--- config.mk ---
export PLATFORM = sky130hd
export DESIGN_NAME = serial_word_receiver
export DESIGN_NICKNAME = d
export VERILOG_FILES = /design/src/rtl/serial_word_receiver.sv
export SDC_FILE = /design/constraint.sdc
export NUM_CORES = 1
export LEC_CHECK = 0
export ABC_AREA = 1
export CAP_MARGIN = 20
export CORE_MARGIN = 2
export CORE_UTILIZATION = 49
export CTS_BUF_LIST = sky130_fd_sc_hd__clkbuf_16
export DETAILED_ROUTE_END_ITERATION = 10
export PLACE_DENSITY = 0.83
export SLEW_MARGIN = 20
export SYNTH_ARGS = -nofsm -noshare
export SYNTH_HDL_FRONTEND = slang
export SYNTH_SLANG_ARGS = --single-unit
--- constraint.sdc ---
create_clock -name clk -period 1.4 [get_ports clk]
set_input_delay 0.14 -clock clk [delete_from_list [all_inputs] [get_ports clk]]
set_output_delay 0.14 -clock clk [all_outputs]
set_load 0.01 [all_outputs]
--- src/rtl/serial_word_receiver.sv ---
// Serial-to-parallel word receiver with start-marker resync, valid/ready output slot,
// and overrun, differential-fault and optional parity error pulses.
// Optional even-parity bit after each word: define SERIAL_WORD_RECEIVER_PARITY_EN.
//
// state  | meaning
// IDLE   | waiting for a strobed bit carrying sin_start
// SHIFT  | collecting data bits, count = bits captured so far
// PARITY | all data bits in, waiting for the parity bit (parity build only)
module serial_word_receiver #(
    parameter int WIDTH        = 8,
    parameter int LSB          = 0,
    parameter int DIFFERENTIAL = 0
) (
    input  logic             clk,
    input  logic             reset,
    input  logic             sin,
    input  logic             sin_neg,
    input  logic             sin_valid,
    input  logic             sin_start,
    output logic [WIDTH-1:0] data,
    output logic             data_valid,
    input  logic             data_ready,
    output logic             overrun,
    output logic             diff_err,
    output logic             parity_err
);

    localparam int CW = $clog2(WIDTH + 1);

`ifdef SERIAL_WORD_RECEIVER_PARITY_EN
    typedef enum logic [1:0] {IDLE, SHIFT, PARITY} state_t;
`else
    typedef enum logic [1:0] {IDLE, SHIFT} state_t;
    assign parity_err = 1'b0;
`endif

    state_t           state;
    logic [CW-1:0]    count;
    logic [WIDTH-1:0] sreg;
    logic [WIDTH-1:0] sreg_next;
    logic [WIDTH-1:0] first_word;
    logic             bit_ok;
    logic             slot_free;

    // sreg_next folds the current bit into the partial word; first_word starts a fresh one
    always_comb begin
        sreg_next  = '0;
        first_word = '0;
        if (LSB != 0) begin
            sreg_next  = {sin, sreg[WIDTH-1:1]};
            first_word = {sin, {(WIDTH-1){1'b0}}};
        end else begin
            sreg_next  = {sreg[WIDTH-2:0], sin};
            first_word = {{(WIDTH-1){1'b0}}, sin};
        end
    end

    assign bit_ok    = (DIFFERENTIAL == 0) || (sin_neg != sin);
    assign slot_free = !data_valid || data_ready;

    always_ff @(posedge clk) begin
        if (reset) begin
            state      <= IDLE;
            count      <= '0;
            sreg       <= '0;
            data       <= '0;
            data_valid <= 1'b0;
            overrun    <= 1'b0;
            diff_err   <= 1'b0;
`ifdef SERIAL_WORD_RECEIVER_PARITY_EN
            parity_err <= 1'b0;
`endif
        end else begin
            overrun  <= 1'b0;
            diff_err <= 1'b0;
`ifdef SERIAL_WORD_RECEIVER_PARITY_EN
            parity_err <= 1'b0;
`endif
            // a word completing below overrides this clear, so back-to-back words have no bubble
            if (data_valid && data_ready)
                data_valid <= 1'b0;

            if (sin_valid) begin
                if (!bit_ok) begin
                    diff_err <= 1'b1;
                    state    <= IDLE;
                    count    <= '0;
                    sreg     <= '0;
                end else if (sin_start) begin
                    sreg  <= first_word;
                    count <= CW'(1);
                    state <= SHIFT;
                end else begin
                    case (state)
                        SHIFT: begin
                            sreg  <= sreg_next;
                            count <= count + CW'(1);
                            if (count == CW'(WIDTH - 1)) begin
`ifdef SERIAL_WORD_RECEIVER_PARITY_EN
                                state <= PARITY;
`else
                                if (slot_free) begin
                                    data       <= sreg_next;
                                    data_valid <= 1'b1;
                                end else begin
                                    overrun <= 1'b1;
                                end
                                state <= IDLE;
                                count <= '0;
`endif
                            end
                        end
`ifdef SERIAL_WORD_RECEIVER_PARITY_EN
                        PARITY: begin
                            if (sin == ^sreg) begin
                                if (slot_free) begin
                                    data       <= sreg;
                                    data_valid <= 1'b1;
                                end else begin
                                    overrun <= 1'b1;
                                end
                            end else begin
                                parity_err <= 1'b1;
                            end
                            state <= IDLE;
                            count <= '0;
                        end
`endif
                        default: ;
                    endcase
                end
            end
        end
    end

endmodule

# --- Yosys cells after proc, flatten, opt, wreduce, memory -nomap -nowiden ---
# Cells that the tools add are included.
op_classes:
  bitwise: 4
  add_sub_neg: 1
  muxes: 15
  eq_ne: 2
  n_reduce_logical: 9
op_table:
  columns: ["operator", "n"]
  rows:
  - ["7-bit two-way mux", 2]
  - ["4-bit two-way mux", 3]
  - ["1-bit two-way mux", 7]
  - ["2-bit two-way mux", 3]
  - ["5-bit AND reduction", 1]
  - ["5-bit OR reduction", 1]
  - ["4-bit by 1-bit adder with 4-bit output (second input constant)", 1]
  - ["4-bit by 3-bit equality test with 1-bit output (second input constant)", 1]
  - ["1-bit inverter", 4]
  - ["2-bit nonzero test", 2]
  - ["3-bit AND reduction", 1]
  - ["2-bit by 1-bit equality test with 1-bit output (second input constant)", 1]
  - ["2-bit AND reduction", 1]
  - ["1-bit logical AND", 1]
  - ["1-bit zero test", 1]
  - ["1-bit logical OR", 1]
word_totals:
  in_bits: 7
  ff_bits: 23
  out_inout_bits: 12

# --- Longest topological paths before layout ---
depth:
  word_depth: 7
  ltp_mapped: 7
  mapped_depth_nobuf: 7

# --- Worst setup path after synthesis ---
# Ideal clock, no wire load.
synth_path:
  kind: "flip-flop to flip-flop"
  start: "reg count[0]"
  end: "reg data[0]"
  synth_period_minus_slack_ns: 1.206
  path_slack_ns: 0.194
  arrival_time_ns: 1.093
  t_required_ns: 1.287
  path_stages_with_launch: 7
  path_cell_list: "dfxtp_1 ha_1 nand3_1 nor2_2 nand3_1 nand2_1 nor2_1"
synth_via:
  elab_chain_cells: 2
synth_lines:
  columns: ["item", "line_no", "text"]
  rows:
  - ["start: declaration", "38", "logic [CW-1:0] count;"]
  - ["start signal: assignment", "97", "count <= count + CW'(1);"]
  - ["4-bit by 3-bit equality test with 1-bit output", "98", "if (count == CW'(WIDTH - 1)) begin"]
  - ["5-bit AND reduction (no source line)", null, null]
  - ["end signal: assignment", "103", "data <= sreg_next;"]
  - ["end: declaration", "20", "output logic [WIDTH-1:0] data,"]
# No other way between the ends.
# A chain may end at the register's enable or synchronous reset.

# --- Worst setup path in the final report ---
layout_path:
  start: "reg count[1]"
  end: "reg data[6]"
# Same word-level chain as after synthesis.

==> impl_metrics.env <==
export IMPL_area_delta_synth_final_pct=33.94
export IMPL_placementRows=15
export IMPL_rr_startpoint="count[1]"
export IMPL_setup_violations_final=0
export IMPL_timing_rr_end="data[6]"
export IMPL_dpl_hpwl_um=1371
export IMPL_ios=19
export IMPL_gr_usage_met3=0.03704
export IMPL_final_antenna_net_count=0
export IMPL_maxCapViolCount=0
export IMPL_final_cell_mix="nand2_1 (30), dfxtp_1 (22), nor2_1 (18)"
export IMPL_ys_types=22
export IMPL_clk_latency_ns=0.26
export IMPL_grt_pass1_wl_um=3236
export IMPL_cp_arrival_ns=1.52
export IMPL_numPortBuffers=15
export IMPL_synth_warnings=0
export IMPL_die_width_um=48.23
export IMPL_wl_per_cell_um=12.18
export IMPL_hold_path_startpoint="data[5]"
export IMPL_track_usage=0.2006
export IMPL_hold_slack_ns=0.4800
export IMPL_grt_pass1_vias=722
export IMPL_worstHoldPathCells=2
export IMPL_utilization=0.7200
export IMPL_min_period_ns=1.334
export IMPL_diodes=0
export IMPL_top_usage_layer="met2"
export IMPL_fmax_ghz=0.7494
export IMPL_ys_ff_latch=22
export IMPL_grt_max_degree=14
export IMPL_ctsHtreeMaxLevel=1
export IMPL_status="finished, final reports clean"
export IMPL_ir_worst_vdd_mv=0.6702
export IMPL_start_util=0.5375
export IMPL_worst_slack_ns=0.06563
export IMPL_avgSynthCellArea_um2=7.372
export IMPL_ys_seq_area_frac=0.4595
export IMPL_wl_um=2143
export IMPL_die_h_um=48.23
export IMPL_fin_skew_ns=0.007486
export IMPL_clockRootBuffer="clkbuf_16"
export IMPL_die_area_mm2=0.002326
export IMPL_r2r_setup_slack_ns=0.07
export IMPL_cts_tree="built"
export IMPL_clk_path_buf_depth=2
export IMPL_gr_usage_met1=0.2426
export IMPL_cts_buffers=3
export IMPL_preCtsSetupSlack_ns=-0.1693
export IMPL_routabilityCongestion=0.8109
export IMPL_dr_pass1_iters=4
export IMPL_nets=160
export IMPL_crit_path_start_kind="flip-flop"
export IMPL_core_area_mm2=0.001783
export IMPL_grtUsageMet2=0.3447
export IMPL_holdPathEnd="data[5]"
export IMPL_cp_data_required_time_ns=1.59
export IMPL_p_per_area_mw_per_mm2=1194
export IMPL_end_kind="flip-flop"
export IMPL_initialDrtViolationCount=44
export IMPL_crit_type="reg2reg"
export IMPL_overflow=0
export IMPL_cts_hold_buf=0
export IMPL_hold_path_class="reg2reg"
export IMPL_rsz0062_at_grt="false"
export IMPL_synth_area_um2=958.4
export IMPL_path_clk_slew_ns=0.07
export IMPL_hold_viol=0
export IMPL_antenna_found_initial=0
export IMPL_ff2ff_path_depth=7
export IMPL_drv_slew=0
export IMPL_p_leak_nw=0.5039
export IMPL_syn_inst=130
export IMPL_drc=0
export IMPL_fin_tns_setup_ns=0
export IMPL_mostFrequentLayoutCell="nand2_1"
export IMPL_cp_max_fo=8
export IMPL_cts_setup_buffers=0
export IMPL_cts_num_sinks=22
export IMPL_num_vias=890
export IMPL_layout_drive_gt1_share=0.1391
export IMPL_post_route_period_util=0.9531
export IMPL_viasPerCell=5.057
[through the flow]
stage	std cells	instance area [µm²]	total power, mW
after floorplan	131	962.2	0.6969
after global placement	172	1157	0.7297
after detailed placement	172	1157	0.7315
after CTS	176	1267	1.522
after global routing	176	1284	1.562
final	176	1284	1.533
[report_power, final]
part           leakage [nW]  switching [mW]  internal [mW]
sequential            0.178         0.00615          0.633
clock                0.0511           0.242          0.568
combinational         0.275          0.0494         0.0349
[routing by layer]
metal  wire length [µm]  vias up  share of wire
met3                 85        5          0.040
met4                 22        0          0.010
met5                  0        -              0
li1                   -      447              -
met1                950      415           0.44
met2               1085       23           0.51
[critical path, stage by stage (launching register included)]
cell and delay (ns):
dfxtp_1 0.37, ha_2 0.23, nand2_1 0.10, nor2_4 0.15, nand2_4 0.09, nor2_8 0.14, nor2_1 0.06, nor2_1 0.11
[Yosys cell counts (all sizes together)]
master,n,area share
nor3,1,0.0052
nand4,1,0.0065
a31oi,2,0.013
buf,3,0.021
dfxtp,22,0.46
a21oi,11,0.057
inv,15,0.059
nand3,13,0.068
o21bai,1,0.0078
conb,1,0.0039
o21ai,2,0.010
ha,1,0.013
nand2,32,0.14
clkbuf,1,0.0039
clkinv,1,0.0039
nor2,23,0.13
[worst max-delay path by stage]
| stage | slack, ns | endpoint | startpoint |
|---|---|---|---|
| 2_1_floorplan | 0.19 | data[0] | count[0] |
| 3_3_place_gp | -0.12 | count[2] | sin_start |
| 3_5_place_dp | -0.17 | count[2] | sin_start |
| 4_1_cts | 0.03 | data[6] | count[1] |
| 5_1_grt | 0.002 | data[3] | count[1] |
| 6_report | 0.07 | data[6] | count[1] |
[repair_timing]
item                                    CTS  global route
resized for setup                         1             4
pin swaps                                 0             1
endpoints found under the setup margin    3            18
[registers in the layout, summed over array words and instances (netlist names)]
register / count
count: 4
data: 8
data_valid: 1
overrun: 1
sreg: 7
state: 1
[layout make-up]
| cell class | instances | area, µm² |
|---|---|---|
| multi-input cells | 89 | 459.2 |
| fillers | 127 | 499.2 |
| repair buffers | 20 | 187.7 |
| clock inverters | 1 | 30.03 |
| inverters | 16 | 60.06 |
| well taps | 25 | 31.28 |
| flip-flops and latches | 22 | 440.4 |
| clock buffers | 3 | 75.07 |
[logic make-up after synthesis]
family	Yosys count	synth area share
DFF	22	0.4595
and+or+nand+nor	70	0.3473
buffers and inverters	20	0.08746
adders and majority gates	1	0.01305
other	1	0.003913
AOI/OAI and AO/OA	16	0.08877
No activity file was read; power rests on OpenSTA's default activity.
